File: config.mk
export PLATFORM = sky130hd
export DESIGN_NAME = ram_write_buffer
export DESIGN_NICKNAME = d
export VERILOG_FILES = /design/src/rtl/psx_ram_pkg.sv /design/src/rtl/wbuf_fifo.sv /design/src/rtl/ram_write_buffer.sv
export SDC_FILE = /design/constraint.sdc
export NUM_CORES = 1
export LEC_CHECK = 0
export ABC_AREA = 1
export BUFFER_PORTS_ARGS = -buffer_cell sky130_fd_sc_hd__buf_2
export CAP_MARGIN = 20
export CELL_PAD_IN_SITES_DETAIL_PLACEMENT = 1
export CELL_PAD_IN_SITES_GLOBAL_PLACEMENT = 1
export CORE_UTILIZATION = 50
export CTS_BUF_LIST = sky130_fd_sc_hd__clkbuf_2 sky130_fd_sc_hd__clkbuf_4 sky130_fd_sc_hd__clkbuf_8
export CTS_CLUSTER_SIZE = 40
export DETAILED_ROUTE_END_ITERATION = 10
export PLACE_DENSITY = 0.9
export SETUP_SLACK_MARGIN = 0.2
export SLEW_MARGIN = 20
export SYNTH_ARGS = -nofsm -noshare
export SYNTH_HDL_FRONTEND = slang
export SYNTH_SLANG_ARGS = --single-unit
export TNS_END_PERCENT = 10
File: constraint.sdc
create_clock -name clk1x -period 5.3 [get_ports clk1x]
set_input_delay 0.795 -clock clk1x [delete_from_list [all_inputs] [get_ports clk1x]]
set_output_delay 0.795 -clock clk1x [all_outputs]
set_load 0.01 [all_outputs]
File: src/rtl/psx_ram_pkg.sv
// Shared types and ch2 port widths for the SDRAM write path.
// Imported by the write buffer, its FIFO and the bench.
package psx_ram_pkg;

    localparam int CH2_ADDR_W = 27;
    localparam int CH2_DATA_W = 32;
    localparam int CH2_BE_W   = 4;

    // Entries hold a word address; the byte offset is implied zero.
    typedef struct packed {
        logic [24:0] addr;
        logic [31:0] data;
        logic [3:0]  be;
    } wbuf_entry_t;

    typedef enum logic [1:0] {
        WB_IDLE = 2'd0,
        WB_REQ  = 2'd1,
        WB_WAIT = 2'd2
    } wbuf_state_t;

    function automatic logic [CH2_ADDR_W-1:0] word_to_byte_addr(input logic [24:0] word_addr);
        return {word_addr, 2'b00};
    endfunction

endpackage

File: src/rtl/wbuf_fifo.sv
// Write-buffer storage: circular FIFO with occupancy count and a
// parallel word-address compare across every valid entry.
module wbuf_fifo
    import psx_ram_pkg::*;
#(
    parameter int unsigned DEPTH = 8
) (
    input  logic                        clk_i,
    input  logic                        rst_i,
    input  logic                        push_i,
    input  logic                        pop_i,
    input  wbuf_entry_t                 wr_entry_i,
    output wbuf_entry_t                 head_o,
    output logic [$clog2(DEPTH):0]      count_o,
    output logic                        full_o,
    output logic                        empty_o,
    input  logic [24:0]                 lookup_addr_i,
    output logic                        lookup_hit_o
);

    localparam int unsigned PW = $clog2(DEPTH);
    localparam int unsigned CW = PW + 1;

    logic [PW-1:0] wptr_q, wptr_d;
    logic [PW-1:0] rptr_q, rptr_d;
    logic [CW-1:0] count_q, count_d;
    wbuf_entry_t   mem_q [DEPTH];
    logic          push_ok;
    logic          pop_ok;
    logic [PW-1:0] offs;

    assign full_o  = (count_q == CW'(DEPTH));
    assign empty_o = (count_q == '0);
    assign count_o = count_q;
    assign head_o  = mem_q[rptr_q];

    // Full is judged on the registered count, so a push into a full FIFO is
    // dropped even when a pop happens in the same cycle.
    assign push_ok = push_i && !full_o;
    assign pop_ok  = pop_i && !empty_o;

    always_comb begin
        wptr_d  = wptr_q;
        rptr_d  = rptr_q;
        count_d = count_q;
        if (push_ok) begin
            wptr_d = wptr_q + PW'(1);
        end
        if (pop_ok) begin
            rptr_d = rptr_q + PW'(1);
        end
        case ({push_ok, pop_ok})
            2'b10:   count_d = count_q + CW'(1);
            2'b01:   count_d = count_q - CW'(1);
            default: count_d = count_q;
        endcase
    end

    always_ff @(posedge clk_i or posedge rst_i) begin
        if (rst_i) begin
            wptr_q  <= '0;
            rptr_q  <= '0;
            count_q <= '0;
        end else begin
            wptr_q  <= wptr_d;
            rptr_q  <= rptr_d;
            count_q <= count_d;
        end
    end

    always_ff @(posedge clk_i) begin
        if (push_ok) begin
            mem_q[wptr_q] <= wr_entry_i;
        end
    end

    // Slot i is live when its distance from the read pointer is below count.
    always_comb begin
        lookup_hit_o = 1'b0;
        offs         = '0;
        for (int i = 0; i < int'(DEPTH); i++) begin
            offs = PW'(i) - rptr_q;
            if (({1'b0, offs} < count_q) && (mem_q[i].addr == lookup_addr_i)) begin
                lookup_hit_o = 1'b1;
            end
        end
    end

endmodule

File: src/rtl/ram_write_buffer.sv
// Posted-write buffer in front of SDRAM channel 2: queues byte-enabled
// writes and drains them in order, one request/accept handshake at a time.
module ram_write_buffer
    import psx_ram_pkg::*;
#(
    parameter int unsigned DEPTH       = 8,
    parameter int unsigned DRAIN_LEVEL = 6
) (
    input  logic                  clk1x,
    input  logic                  reset,
    input  logic                  wr_req,
    input  logic [CH2_ADDR_W-1:0] wr_addr,
    input  logic [CH2_DATA_W-1:0] wr_data,
    input  logic [CH2_BE_W-1:0]   wr_be,
    output logic                  wr_full,
    output logic                  overflow,
    input  logic [CH2_ADDR_W-1:0] lookup_addr,
    output logic                  lookup_hit,
    input  logic                  flush,
    output logic                  empty,
    input  logic                  ram_idle,
    output logic                  ch2_req,
    output logic                  ch2_rnw,
    output logic [CH2_ADDR_W-1:0] ch2_addr,
    output logic [CH2_DATA_W-1:0] ch2_din,
    output logic [CH2_BE_W-1:0]   ch2_be,
    input  logic                  ch2_ready,
    output wbuf_state_t           dbg_state
);

    localparam int unsigned CW = $clog2(DEPTH) + 1;

    // Handshake: ch2_req is a single-cycle pulse in REQ; the controller
    // answers later with a single-cycle ch2_ready, honoured only in WAIT.
    wbuf_state_t           state_q, state_d;
    logic                  overflow_q, overflow_d;
    logic [CH2_ADDR_W-1:0] ch2_addr_q, ch2_addr_d;
    logic [CH2_DATA_W-1:0] ch2_din_q, ch2_din_d;
    logic [CH2_BE_W-1:0]   ch2_be_q, ch2_be_d;

    wbuf_entry_t           wr_entry;
    wbuf_entry_t           head;
    logic [CW-1:0]         fifo_count;
    logic                  fifo_full;
    logic                  fifo_empty;
    logic                  pop;
    logic                  load_head;
    logic                  drain_ok;
    logic                  unused_addr_lsbs;

    assign wr_entry         = '{addr: wr_addr[26:2], data: wr_data, be: wr_be};
    assign unused_addr_lsbs = ^{wr_addr[1:0], lookup_addr[1:0]};

    wbuf_fifo #(
        .DEPTH (DEPTH)
    ) u_fifo (
        .clk_i         (clk1x),
        .rst_i         (reset),
        .push_i        (wr_req),
        .pop_i         (pop),
        .wr_entry_i    (wr_entry),
        .head_o        (head),
        .count_o       (fifo_count),
        .full_o        (fifo_full),
        .empty_o       (fifo_empty),
        .lookup_addr_i (lookup_addr[26:2]),
        .lookup_hit_o  (lookup_hit)
    );

    assign drain_ok = !fifo_empty &&
                      (ram_idle || flush || (32'(fifo_count) >= DRAIN_LEVEL));

    always_comb begin
        state_d   = state_q;
        load_head = 1'b0;
        pop       = 1'b0;
        case (state_q)
            WB_IDLE: begin
                if (drain_ok) begin
                    state_d   = WB_REQ;
                    load_head = 1'b1;
                end
            end
            WB_REQ: begin
                state_d = WB_WAIT;
            end
            WB_WAIT: begin
                if (ch2_ready) begin
                    pop     = 1'b1;
                    state_d = WB_IDLE;
                end
            end
            default: begin
                state_d = WB_IDLE;
            end
        endcase
    end

    // The ch2 payload is captured on entry to REQ and held until the next
    // drain, so it is stable through the accept and the cycle after.
    always_comb begin
        overflow_d = overflow_q | (wr_req & fifo_full);
        ch2_addr_d = ch2_addr_q;
        ch2_din_d  = ch2_din_q;
        ch2_be_d   = ch2_be_q;
        if (load_head) begin
            ch2_addr_d = word_to_byte_addr(head.addr);
            ch2_din_d  = head.data;
            ch2_be_d   = head.be;
        end
    end

    always_ff @(posedge clk1x or posedge reset) begin
        if (reset) begin
            state_q    <= WB_IDLE;
            overflow_q <= 1'b0;
            ch2_addr_q <= '0;
            ch2_din_q  <= '0;
            ch2_be_q   <= '0;
        end else begin
            state_q    <= state_d;
            overflow_q <= overflow_d;
            ch2_addr_q <= ch2_addr_d;
            ch2_din_q  <= ch2_din_d;
            ch2_be_q   <= ch2_be_d;
        end
    end

    assign wr_full   = fifo_full;
    assign overflow  = overflow_q;
    assign empty     = fifo_empty && (state_q == WB_IDLE);
    assign ch2_req   = (state_q == WB_REQ);
    assign ch2_rnw   = 1'b0;
    assign ch2_addr  = ch2_addr_q;
    assign ch2_din   = ch2_din_q;
    assign ch2_be    = ch2_be_q;
    assign dbg_state = state_q;

endmodule

# After elaboration in Yosys (flattened, before gate mapping)
# Memories as Yosys holds them, arrays and structs flattened. A register that Yosys moved wholly into a read port is not among the register bits.
# Index checks and enable logic that the tools add are counted.
word_totals:
  ramBits: 488
  reg_bits: 13
  elab_cells: 82
  output_inout_bits: 71
  memories: 1
memory_table:
  columns: ["name", "words", "width", "read_ports", "rd_ports_with_merged_regs", "wr", "line", "rtl"]
  rows:
  - ["u_fifo.mem_q", 8, 61, 9, 1, 1, "wbuf_fifo.sv:27", "wbuf_entry_t mem_q [DEPTH];"]
op_classes:
  bitwise: 2
  n_eq_ne: 15
  add_sub_neg: 12
  reduce_logical: 20
  order_cmp: 9
  muxes: 18
op_table:
  columns: ["cell", "count"]
  rows:
  - ["$eq 25x25->1", 8]
  - ["$lt 3x4->1", 8]
  - ["$mux 1", 14]
  - ["$logic_and 1x1->1", 12]
  - ["$sub 3x3->3 const A", 4]
  - ["$pmux 4 s2", 1]
  - ["$add 3x1->3 const B", 2]
  - ["$pmux 2 s3", 1]
  - ["$sub 1x3->3 const A", 2]
  - ["$sub 2x3->3 const A", 2]
  - ["$add 4x1->4 const B", 1]
  - ["$eq 2x1->1 const B", 2]
  - ["$eq 2x2->1 const B", 2]
  - ["$eq 4x4->1 const B", 1]
  - ["$ge 4x3->1 const B", 1]
  - ["$logic_not 4->1", 1]
  - ["$mux 2", 2]
  - ["$ne 2x2->1 const B", 2]
  - ["$sub 4x1->4 const B", 1]
  - ["$logic_not 1->1", 2]
  - ["$logic_not 2->1", 1]
  - ["$logic_or 1x1->1", 2]
  - ["$reduce_and 2->1", 1]
  - ["$reduce_bool 2->1", 1]
  - ["other kinds (2)", 2]

# Longest topological paths before layout
# Gate-level depths: netlist of the first run.
logic_depth:
  word_depth: 11
  depth_mapped: 16

# Hierarchy
# From an unflattened synthesis of the first run, not the netlist that was laid out.
hier_totals:
  hier_cells: 2338
  hier_area_um2: 25258.0
by_module_without_submodules:
  columns: ["mod", "area_per_inst_um2", "seq_area_each_um2", "cells_per_inst", "n_inst"]
  rows:
  - ["wbuf_fifo", 22635.5, 14904.3, 2050, 1]
  - ["ram_write_buffer", 2622.5, 1601.5, 288, 1]

# Least setup slack after synthesis of the first run
# Ideal clock, no wire load.
synth_path:
  kind: "input-to-reg"
  start: "input wr_req"
  end: "memory u_fifo.mem_q[0][0] (netlist name), enable pin"
  arrival_ns: 3.881
  path_buffers: 0
  setup_time_ns: 0.480
  required_ns: 4.820
  path_slack_ns: 0.939
  cell_stages: 5
  path_cell_list: "inv_1 > nor2_2 > inv_1 > or2_1 > nor2_1"
synth_via:
  elab_chain_len: 3
synth_lines:
  columns: ["item", "line", "rtl"]
  rows:
  - ["start: declaration", "ram_write_buffer.sv:11", "input logic wr_req,"]
  - ["$logic_and 1x1->1", "wbuf_fifo.sv:39", "assign push_ok = push_i && !full_o;"]
  - ["$mux 1", "wbuf_fifo.sv:72", "if (push_ok) begin"]
  - ["$mux 1 (implied by the code)", "wbuf_fifo.sv:73", "mem_q[wptr_q] <= wr_entry_i;"]
  - ["end: declaration", "wbuf_fifo.sv:27", null]
# No other way between the ends.

# Worst setup path in the final report of the first run
layout_path:
  start: "register u_fifo.rptr_q[0]"
  end: "output lookup_hit"
layout_via:
  elab_chain_len: 11
layout_lines:
  columns: ["item", "line", "rtl"]
  rows:
  - ["start: declaration", "wbuf_fifo.sv:25", "logic [PW-1:0] rptr_q, rptr_d;"]
  - ["start signal: assignment", "wbuf_fifo.sv:66", "rptr_q <= rptr_d;"]
  - ["$sub 1x3->3", "wbuf_fifo.sv:82", "offs = PW'(i) - rptr_q;"]
  - ["$lt 3x4->1", "wbuf_fifo.sv:83", "if (({1'b0, offs} < count_q) && (mem_q[i].addr == lookup_addr_i)) begin"]
  - ["$logic_and 1x1->1", "wbuf_fifo.sv:83", null]
  - ["$mux 1 (7 in series)", "wbuf_fifo.sv:83", null]
  - ["$mux 1 *", "wbuf_fifo.sv:83", null]
  - ["end: declaration", "ram_write_buffer.sv:18", "output logic lookup_hit,"]
# Mark *: on every way between the ends. The rest lies on a longest branch, timed or not.

==> results.toml, run 1 <==
[final_layout]
layout-drive-gt1-share = 0.138
layout.nets = 2637
post-route-util = 0.578
finalInstanceArea_um2 = 28400
final_common_cell = "edfxtp_1"
final_cells = 3275
area_delta_synth_final_pct = 13.4
final_cell_mix = "edfxtp_1 (488), nor2_1 (433), nand2_1 (428)"

[worst_hold_path]
hold_path.class = "primary input to register"

[synthesis]
synth-main-ff-cell = "edfxtp_1"
synth_top_family_by_area = "simple AND/OR/NAND/NOR gates"
yosys_warnings = 0
ys_seq_elements = 562
synth_fa_ha_area_frac = 0.00979
synth_edf_count = 488
avgSynthCellArea_um2 = 10.6
synthCells = 2369
synthArstFlopShare = 0.132
syn_area_um2 = 25100
ys_seq_area_frac = 0.659
synth_compound_area_frac = 0.0965
synth-simple-area-share = 0.140
synth_cell_types = 37
synthXorXnorAreaFrac = 0.0388
synth.area.mux_share = 0

[grt]
grt_usage = 0.342
grt_overflow_total = 0
grt_max_degree = 209
grt_pass1_vias = 21100
grt_pass1_wl_um = 128000
antenna_found_initial = 15

[timing]
rsz0062_at_grt = "no"
finalSetupTns_ns = 0
slew_headroom = 0.131
clock_skew_ns = 0.0506
period_minus_slack_ns = 4.33
slew_violations = 0
fmax_mhz = 231
setup_viol = 0
worst_pin_slew_ns = 1.30
finalHoldViolations = 0
finalCritPeriodShare = 0.816

[worst_setup_path]
crit_path_start_kind = "register"
worstPathRequired_ns = 4.51
critPathMaxStageDelay_ns = 0.59
crit_path_top_delay_cell = "inv_6"
rrSetupSlack_ns = 1.84
path_cells = "inv_6 -> ha_1 -> xor2_1 -> inv_1 -> ha_1 -> inv_1 -> nor2_1 -> a21boi_0 -> nand4_1 -> nand2_1 -> nor2_1 -> nand2_1 -> buf_2"
path_class = "register to output port"
endpoint_kind = "output port"
worstPathArrival_ns = 3.53
cp_max_fo = 120

[floorplanning]
io_pins = 167
core_um2 = 49200
die_x_um = 226
die_area_um2 = 51000
dieHeight_um = 226
rows = 81
start_util = 0.510

[cts]
cts_num_sinks = 562
cts.path.max_buffers = 3
clock_latency_ns = 0.73
clk_pin_slew_ns = 0.07
cts_root_buf = "clkbuf_8"
cts_buffers = 91
cts_max_level = 3
postCtsHoldBufs = 0
cts_tree = "built"
cts_setup_buffers = 0
cts_resized = 0

[job]
drv_cap = 0

[route]
antenna_left = 0
avgViaCountPerCell = 6.03
post-route-drc-count = 0
wl_per_cell_um = 26.5
num_vias = 19700
drt_first_pass_iters = 6
first_iter_violations = 2329
wirelength_um = 86900

[placed_design]
gp_congestion = 0.869
io_buffers = 159
dpl.cell_count = 3093
hpwl_um = 47500
place_area_um2 = 26400

[power]
ir_drop_uv = 486
p_leak_nw = 11.3
p_per_area_nw_per_um2 = 550

[status]
status = "finished, final reports clean"
==> critical path: cells and delay by family (launching register included) <==
kind / cells / cell delay [ns]
AOI/OAI and AO/OA: 1 / 0.18
and+or+nand+nor: 5 / 0.38
buffers and inverters: 4 / 0.88
adders and majority gates: 2 / 0.58
DFF: 1 / 0.52
xor gates and xnor gates: 1 / 0.26
==> synth_stat cells, types with 3 or more instances <==
| cell | count | area [µm²] |
|---|---|---|
| a21oi_1 | 60 | 300 |
| o21bai_1 | 3 | 22.5 |
| nor2_1 | 441 | 1660 |
| buf_6 | 4 | 45.0 |
| inv_1 | 203 | 762 |
| buf_2 | 62 | 310 |
| nand4_1 | 17 | 106 |
| buf_4 | 14 | 105 |
| xor2_1 | 63 | 552 |
| o2111ai_1 | 51 | 447 |
| o21ai_1 | 101 | 505 |
| edfxtp_1 | 488 | 14700 |
| ha_1 | 18 | 225 |
| nand2_1 | 428 | 1610 |
| a21boi_0 | 3 | 22.5 |
| clkbuf_1 | 41 | 154 |
| o21ai_0 | 207 | 1040 |
| inv_2 | 7 | 26.3 |
| dfrtp_1 | 74 | 1850 |
| xnor2_1 | 48 | 420 |
| nand3_1 | 17 | 85.1 |
==> path summary, 6_finish.rpt <==
check	to	depth (start not counted)	from
max reg2reg	u_fifo.mem_q[6][55]	7	u_fifo.count_o[3]
min reg2reg	overflow	1	overflow
max in group asynchronous	u_fifo.rptr_q[0]	3	reset
min	dbg_state[1]	2	ch2_ready
min in group asynchronous	ch2_din[15]	2	reset
max	lookup_hit	13	u_fifo.rptr_q[0]
==> logic make-up (layout without fill, tap and decap cells) <==
family,after synthesis,in the layout
compound gates,435,435
xor+xnor,111,111
fa+ha+maj,19,19
buf+inv,331,558
flops,562,562
other cells,1,16
simple gates,910,910
==> where the power goes <==
part           internal (W)  switching [W]
Sequential          0.00570       0.000471
Combinational       0.00145        0.00388
Clock               0.00221        0.00191
==> cell type report <==
cell class,count,area (µm²)
antenna,13,32.5
multi-input combinational,1478,7220
tap,664,831
clock inverter,30,214
timing repair buffer,179,1090
inverter,210,797
clock buffer,139,1710
sequential,562,16500
fill,5286,20700
==> metrics by stage <==
step	power [W]	setup WS, ns	hold WS (ns)
3_5_place_dp	0.0112	1.81	0.473
5_1_grt	0.0162	0.790	0.287
4_1_cts	0.0155	0.921	0.260
3_3_place_gp	0.0108	1.82	0.438
6_report	0.0156	0.974	0.283
2_1_floorplan	0.00932	0.939	0.491
==> flip-flops by register name, summed over array words and instances (netlist names) <==
signal	count
u_fifo.mem_q	488
ch2_din	32
ch2_addr	25
ch2_be	4
u_fifo.count_o	4
u_fifo.rptr_q	3
u_fifo.wptr_q	3
dbg_state	2
overflow	1
==> routing by layer <==
| metal | track usage | up-vias | wire [µm] |
|---|---|---|---|
| li1 | - | 8318 | - |
| met1 | 0.401 | 9780 | 31400 |
| met2 | 0.575 | 1264 | 43300 |
| met3 | 0.0719 | 365 | 7270 |
| met4 | 0.210 | 10 | 4870 |
| met5 | 0 | - | 73 |
No activity file was read; power rests on OpenSTA's default activity.
==> run 2, diff against run 1 <==
--- a/config.mk
+++ b/config.mk
@@ -10,11 +10,11 @@
 export CAP_MARGIN = 20
 export CELL_PAD_IN_SITES_DETAIL_PLACEMENT = 1
 export CELL_PAD_IN_SITES_GLOBAL_PLACEMENT = 1
-export CORE_UTILIZATION = 50
+export CORE_UTILIZATION = 45
 export CTS_BUF_LIST = sky130_fd_sc_hd__clkbuf_2 sky130_fd_sc_hd__clkbuf_4 sky130_fd_sc_hd__clkbuf_8
 export CTS_CLUSTER_SIZE = 40
 export DETAILED_ROUTE_END_ITERATION = 10
-export PLACE_DENSITY = 0.9
+export PLACE_DENSITY = 0.86
 export SETUP_SLACK_MARGIN = 0.2
 export SLEW_MARGIN = 20
 export SYNTH_ARGS = -nofsm -noshare
==> constraint.sdc (replaced) <==
create_clock -name clk1x -period 3.7 [get_ports clk1x]
set_input_delay 0.555 -clock clk1x [delete_from_list [all_inputs] [get_ports clk1x]]
set_output_delay 0.555 -clock clk1x [all_outputs]
set_load 0.01 [all_outputs]
==> run 2 against run 1 <==
  * Via count shrank 4.1%
  * Sequential cell count is the same
  * Combinational power rose by 44%
  * Sequential power increased by 42%
  * Critical path depth did not move
  * Die area rose by 11%
  * Setup slack got worse by 0.73 ns
  * Non-clock buffer count up 18
  * Global-route usage decreased by 5.8 points
  * Highest routed layer unchanged
==> results.toml, run 2 (synthesized netlist as in run 1, its figures left out) <==
[placed_design]
place_ws_ns = 0.666
dpl.cell_count = 3186
gp_congestion = 0.879
io_buffers = 159
hpwl_um = 47700

[timing]
finalCritPeriodShare = 0.933
worst_pin_slew_ns = 1.10
finalHoldViolations = 0
setup_viol = 0
period_minus_slack_ns = 3.45
slew_violations = 0
clock_skew_ns = 0.0523
rsz0062_at_grt = "no"
fmax_mhz = 290
setup_ws_ns = 0.247
slew_headroom = 0.264

[power]
p_per_area_nw_per_um2 = 779
p_int_w = 0.0139
ir_drop_uv = 598
p_leak_nw = 11.5
pwr-share-clk = 0.270
pwr-share-seq = 0.388
switching_share = 0.384
switchingPower_w = 0.00865
comb_power_share = 0.342

[final_layout]
filler_cell_count = 6063
final_cells = 3380
largest_reg_flops = 488
layout.nets = 2656
post-route-util = 0.525
top_register = "u_fifo.mem_q"
final_common_cell = "edfxtp_1"
final_cell_mix = "edfxtp_1 (488), nor2_1 (433), nand2_1 (428)"
area_delta_synth_final_pct = 15.3
layout-drive-gt1-share = 0.147

[cts]
clk_pin_slew_ns = 0.06
cts_root_buf = "clkbuf_8"
cts_tree = "built"
cts_max_level = 3
cts_buffers = 92
cts_num_sinks = 562
clock_latency_ns = 0.72
cts.path.max_buffers = 3

[floorplanning]
die_x_um = 238
io_pins = 167
core_um2 = 55100
start_util = 0.455
rows = 86
die_area_um2 = 56600
dieHeight_um = 238

[status]
status = "finished, final reports clean"

[grt]
grt_use_met1 = 0.331
grt_pass1_wl_um = 121000
grt_overflow_total = 0
grt_max_degree = 278
grt_use_met2 = 0.488
met3_usage = 0.0558
grt_pass1_vias = 20700
antenna_found_initial = 16
grt_usage = 0.284
top_usage_layer = "met2"

[worst_hold_path]
holdPathEnd = "dbg_state[1]"
holdCritStartpoint = "ch2_ready"
hold_path.class = "primary input to register"
hold_path_depth = 2

[route]
wl_per_cell_um = 23.8
antenna_left = 0
wirelength_um = 80500
post-route-drc-count = 0
first_iter_violations = 1793
drt_first_pass_iters = 5
num_vias = 18900
avgViaCountPerCell = 5.60

[job]
drv_cap = 0

[worst_setup_path]
crit_path_start_kind = "register"
cp_max_fo = 15
worstPathArrival_ns = 2.90
endpoint_kind = "output port"
reg2reg_depth = 7
rrSetupSlack_ns = 0.67
r2r_start = "u_fifo.count_o[3]"
reg2reg_to = "u_fifo.mem_q[4][30]"
worstPathRequired_ns = 3.14
path_class = "register to output port"
-- run 2: cell count changes in the layout (fill, tap and decap cells not counted), moves of 5 or more --
| cell | before | now |
|---|---|---|
| buf_12 | 10 | 18 |
| buf_4 | 9 | 16 |
| clkbuf_4 | 32 | 25 |
| bufinv_16 | 3 | 9 |
| clkbuf_8 | 107 | 101 |
| clkinvlp_4 | 2 | 7 |
-- run 2: per-layer routing --
metal / vias to the layer above / routed length [µm]
met4: 10 / 3750
li1: 8342 / -
met1: 9495 / 30600
met3: 250 / 5560
met2: 834 / 40600
met5: - / 76
-- run 2: power groups by stage --
stage | sequential [W] | combinational, W | clock (W)
after floorplan | 0.00888 | 0.00447 | 0
after global placement | 0.00880 | 0.00676 | 0
after detailed placement | 0.00891 | 0.00721 | 0
after CTS | 0.00873 | 0.00752 | 0.00611
after global routing | 0.00883 | 0.00834 | 0.00635
final | 0.00874 | 0.00770 | 0.00608
-- run 2: critical path, stage by stage, from the launching register on --
cell,delay [ns]
dfrtp_2,0.46
nand2_2,0.09
buf_6,0.23
nand2_1,0.12
inv_1,0.09
ha_1,0.26
inv_1,0.10
nor2_1,0.06
o21ai_0,0.24
nand4_1,0.14
nand2_1,0.10
nor2_1,0.05
nand2_1,0.11
buf_2,0.16
-- run 2: how the worst max path moves through the flow --
stage / start / end / slack, ns / cells after the start
floorplan: u_fifo.count_o[3] / u_fifo.mem_q[0][0] / -0.49 / 7
global placement: u_fifo.rptr_q[0] / lookup_hit / 0.80 / 12
detailed placement: u_fifo.rptr_q[0] / lookup_hit / 0.67 / 11
CTS: u_fifo.rptr_q[2] / lookup_hit / 0.21 / 13
global route: u_fifo.rptr_q[0] / lookup_hit / 0.18 / 13
finish: u_fifo.rptr_q[1] / lookup_hit / 0.25 / 13
-- run 2: cell type report --
cell class	instances	area, µm²	share of cell area
antenna	12	30.0	0.00104
clock buffer	126	1580	0.0546
clock inverter	47	469	0.0162
inverter	210	796	0.0275
multi-input combinational	1478	7230	0.250
sequential	562	16500	0.571
tap	748	936	0.0324
timing repair buffer	197	1350	0.0468
-- run 2: timing repair --
action	CTS	global route
setup endpoints to repair	1	1
gates cloned	0	0
buffers inserted	4	4
gates resized for setup	2	6
pin swaps	0	3
hold buffers	0	0
-- run 2: per-stage QoR --
stage / TNS, ns / power (W) / hold slack (ns) / cell area [µm²]
after CTS: 0 / 0.0224 / 0.0146 / 28800
after detailed placement: 0 / 0.0161 / 0.450 / 26700
after floorplan: -183.09 / 0.0134 / 0.491 / 25100
after global placement: 0 / 0.0156 / 0.447 / 26700
after global routing: 0 / 0.0235 / 0.0470 / 28900
final: 0 / 0.0225 / 0.0544 / 28900
==> run 3, diff against run 2 <==
--- a/config.mk
+++ b/config.mk
@@ -10,11 +10,11 @@
 export CAP_MARGIN = 20
 export CELL_PAD_IN_SITES_DETAIL_PLACEMENT = 1
 export CELL_PAD_IN_SITES_GLOBAL_PLACEMENT = 1
-export CORE_UTILIZATION = 45
+export CORE_UTILIZATION = 50
 export CTS_BUF_LIST = sky130_fd_sc_hd__clkbuf_2 sky130_fd_sc_hd__clkbuf_4 sky130_fd_sc_hd__clkbuf_8
 export CTS_CLUSTER_SIZE = 40
 export DETAILED_ROUTE_END_ITERATION = 10
-export PLACE_DENSITY = 0.86
+export PLACE_DENSITY = 0.9
 export SETUP_SLACK_MARGIN = 0.2
 export SLEW_MARGIN = 20
 export SYNTH_ARGS = -nofsm -noshare
==> constraint.sdc (replaced) <==
create_clock -name clk1x -period 3.56 [get_ports clk1x]
set_input_delay 0.534 -clock clk1x [delete_from_list [all_inputs] [get_ports clk1x]]
set_output_delay 0.534 -clock clk1x [all_outputs]
set_load 0.01 [all_outputs]
==> run 3 against run 2 <==
  * The run now ends with negative setup slack left
  * Hold slack got worse by 0.041 ns
  * Clock power grew 12%
  * Largest power group unchanged
  * Register-to-register slack worse by 0.53 ns
  * Sequential cell count unchanged
  * Power increased by 12%
  * Sequential share of layout area down 0.25 points
==> results.toml, run 3 (synthesized netlist as in run 1, its figures left out) <==
[final_layout]
final_cells = 3318
final_cell_mix = "edfxtp_1 (488), nor2_1 (429), nand2_1 (428)"
final_common_cell = "edfxtp_1"
largest_reg_flops = 488
layout.nets = 2675
layout-drive-gt1-share = 0.166
filler_cell_count = 5252
multiInputGateArea_um2 = 7380
top_register = "u_fifo.mem_q"
seq_area_um2 = 16500
area_delta_synth_final_pct = 15.9

[job]
drv_cap = 0

[worst_setup_path]
critPathMaxStageDelay_ns = 0.49
path_class = "register to output port"
crit_path_start_kind = "register"
critPathLaunch = "u_fifo.rptr_q[1]"
worstPathRequired_ns = 3.03
crit_top_cell = "nand2_1"
r2r_start = "u_fifo.count_o[3]"
path_cells = "nand2_2 -> buf_8 -> nand2_1 -> inv_1 -> ha_4 -> inv_1 -> nor2_2 -> o21ai_0 -> nand4_1 -> nand2_1 -> nor2_1 -> nand2_1 -> buf_2"
reg2reg_depth = 7
worstPathArrival_ns = 3.21
cp_max_fo = 15
crit_path_top_delay_cell = "dfrtp_2"
endpoint_kind = "output port"

[timing]
finalHoldViolations = 0
setup_viol = 1
worst_pin_slew_ns = 1.13
rsz0062_at_grt = "yes"
clock_skew_ns = 0.0908
worst_hold_slack_ns = 0.0131
setup_ws_ns = -0.188
fmax_mhz = 267
period_minus_slack_ns = 3.75
slew_violations = 0
slew_headroom = 0.245
finalCritPeriodShare = 1.05

[grt]
grt_pass1_vias = 22600
grt_use_met1 = 0.439
top_usage_layer = "met2"
grt_max_degree = 278
grt_pass1_wl_um = 142000
antenna_found_initial = 23
grt_usage = 0.384
grt_overflow_total = 0
grt_use_met2 = 0.619
met3_usage = 0.106

[worst_hold_path]
hold_path.class = "primary input to register"
hold_path_depth = 2
holdCritStartpoint = "wr_req"

[placed_design]
hpwl_um = 49300
dpl.cell_count = 3107
io_buffers = 159
gp_congestion = 0.908

[route]
drt_first_pass_iters = 5
wl_per_cell_um = 30.6
avgViaCountPerCell = 6.43
num_vias = 21300
post-route-drc-count = 0
first_iter_violations = 3239
wirelength_um = 101000
antenna_left = 0

[floorplanning]
io_pins = 167
dieHeight_um = 226
rows = 81
die_area_um2 = 51000
start_util = 0.510
die_x_um = 226
core_um2 = 49200

[cts]
cts.path.max_buffers = 3
cts_tree = "built"
clock_latency_ns = 0.79
cts_root_buf = "clkbuf_8"
cts_buffers = 93
cts_num_sinks = 562
clk_pin_slew_ns = 0.09
cts_max_level = 3

[status]
violations = "negative setup slack"
status = "finished, violations left"

[power]
p_per_area_nw_per_um2 = 871
ir_drop_uv = 577
p_leak_nw = 11.6
-- run 3: final cells by class --
class / instances / area share
tap: 664 / 0.0286
timing repair buffer: 215 / 0.0480
inverter: 210 / 0.0278
sequential: 562 / 0.569
clock buffer: 141 / 0.0608
antenna: 15 / 0.00129
multi-input combinational: 1478 / 0.254
clock inverter: 33 / 0.0106
-- run 3: report_power, final --
part | leakage [nW] | total (W) | internal (W) | switching [W]
logic | 5.12 | 0.00923 | 0.00262 | 0.00661
clock network | 1.11 | 0.00678 | 0.00356 | 0.00322
registers | 5.33 | 0.00927 | 0.00849 | 0.000779
-- run 3: critical path, delay by kind of cell, from the launching register on --
family,cells,cell delay (ns)
adder cells (fa/ha/maj),1,0.30
AO/OA/AOI/OAI,1,0.19
AND/OR/NAND/NOR,7,0.68
flip-flops,1,0.49
buffers and inverters,4,0.74
-- run 3: stage by stage --
stage / TNS (ns) / setup WS [ns] / total power [W] / cell area (µm²) / util
6_report: -0.188 / -0.188 / 0.0253 / 29000 / 0.591
5_1_grt: -0.198 / -0.198 / 0.0259 / 29000 / 0.590
3_5_place_dp: 0 / 0.528 / 0.0168 / 26500 / 0.540
4_1_cts: 0 / 0.177 / 0.0239 / 28800 / 0.586
2_1_floorplan: -251.41 / -0.626 / 0.0139 / 25100 / -
3_3_place_gp: 0 / 0.717 / 0.0161 / 26500 / 0.540
-- run 3: worst paths after layout --
| path | endpoint | slack (ns) |
|---|---|---|
| worst min-delay path | overflow | 0.01 |
| worst max register to register | u_fifo.mem_q[4][43] | 0.14 |
| max in group asynchronous | ch2_addr[9] | 2.14 |
| worst max-delay path | lookup_hit | -0.19 |
| min in group asynchronous | u_fifo.wptr_q[1] | 0.54 |
| worst min register to register | overflow | 0.46 |
-- run 3: timing repair --
item,CTS,global route
gates cloned,0,0
resized for setup,18,26
pin swaps,14,16
buffers inserted,10,9
hold buffers,2,0
setup endpoints to repair,1,26
hold endpoints to repair,5,0
-- run 3: routing by layer --
layer / wire length, µm / share of wire / up-vias
li1: - / - / 8388
met1: 34900 / 0.34 / 10500
met2: 47500 / 0.47 / 1882
met3: 11400 / 0.11 / 605
met4: 7610 / 0.075 / 16
met5: 113 / 0.0011 / -
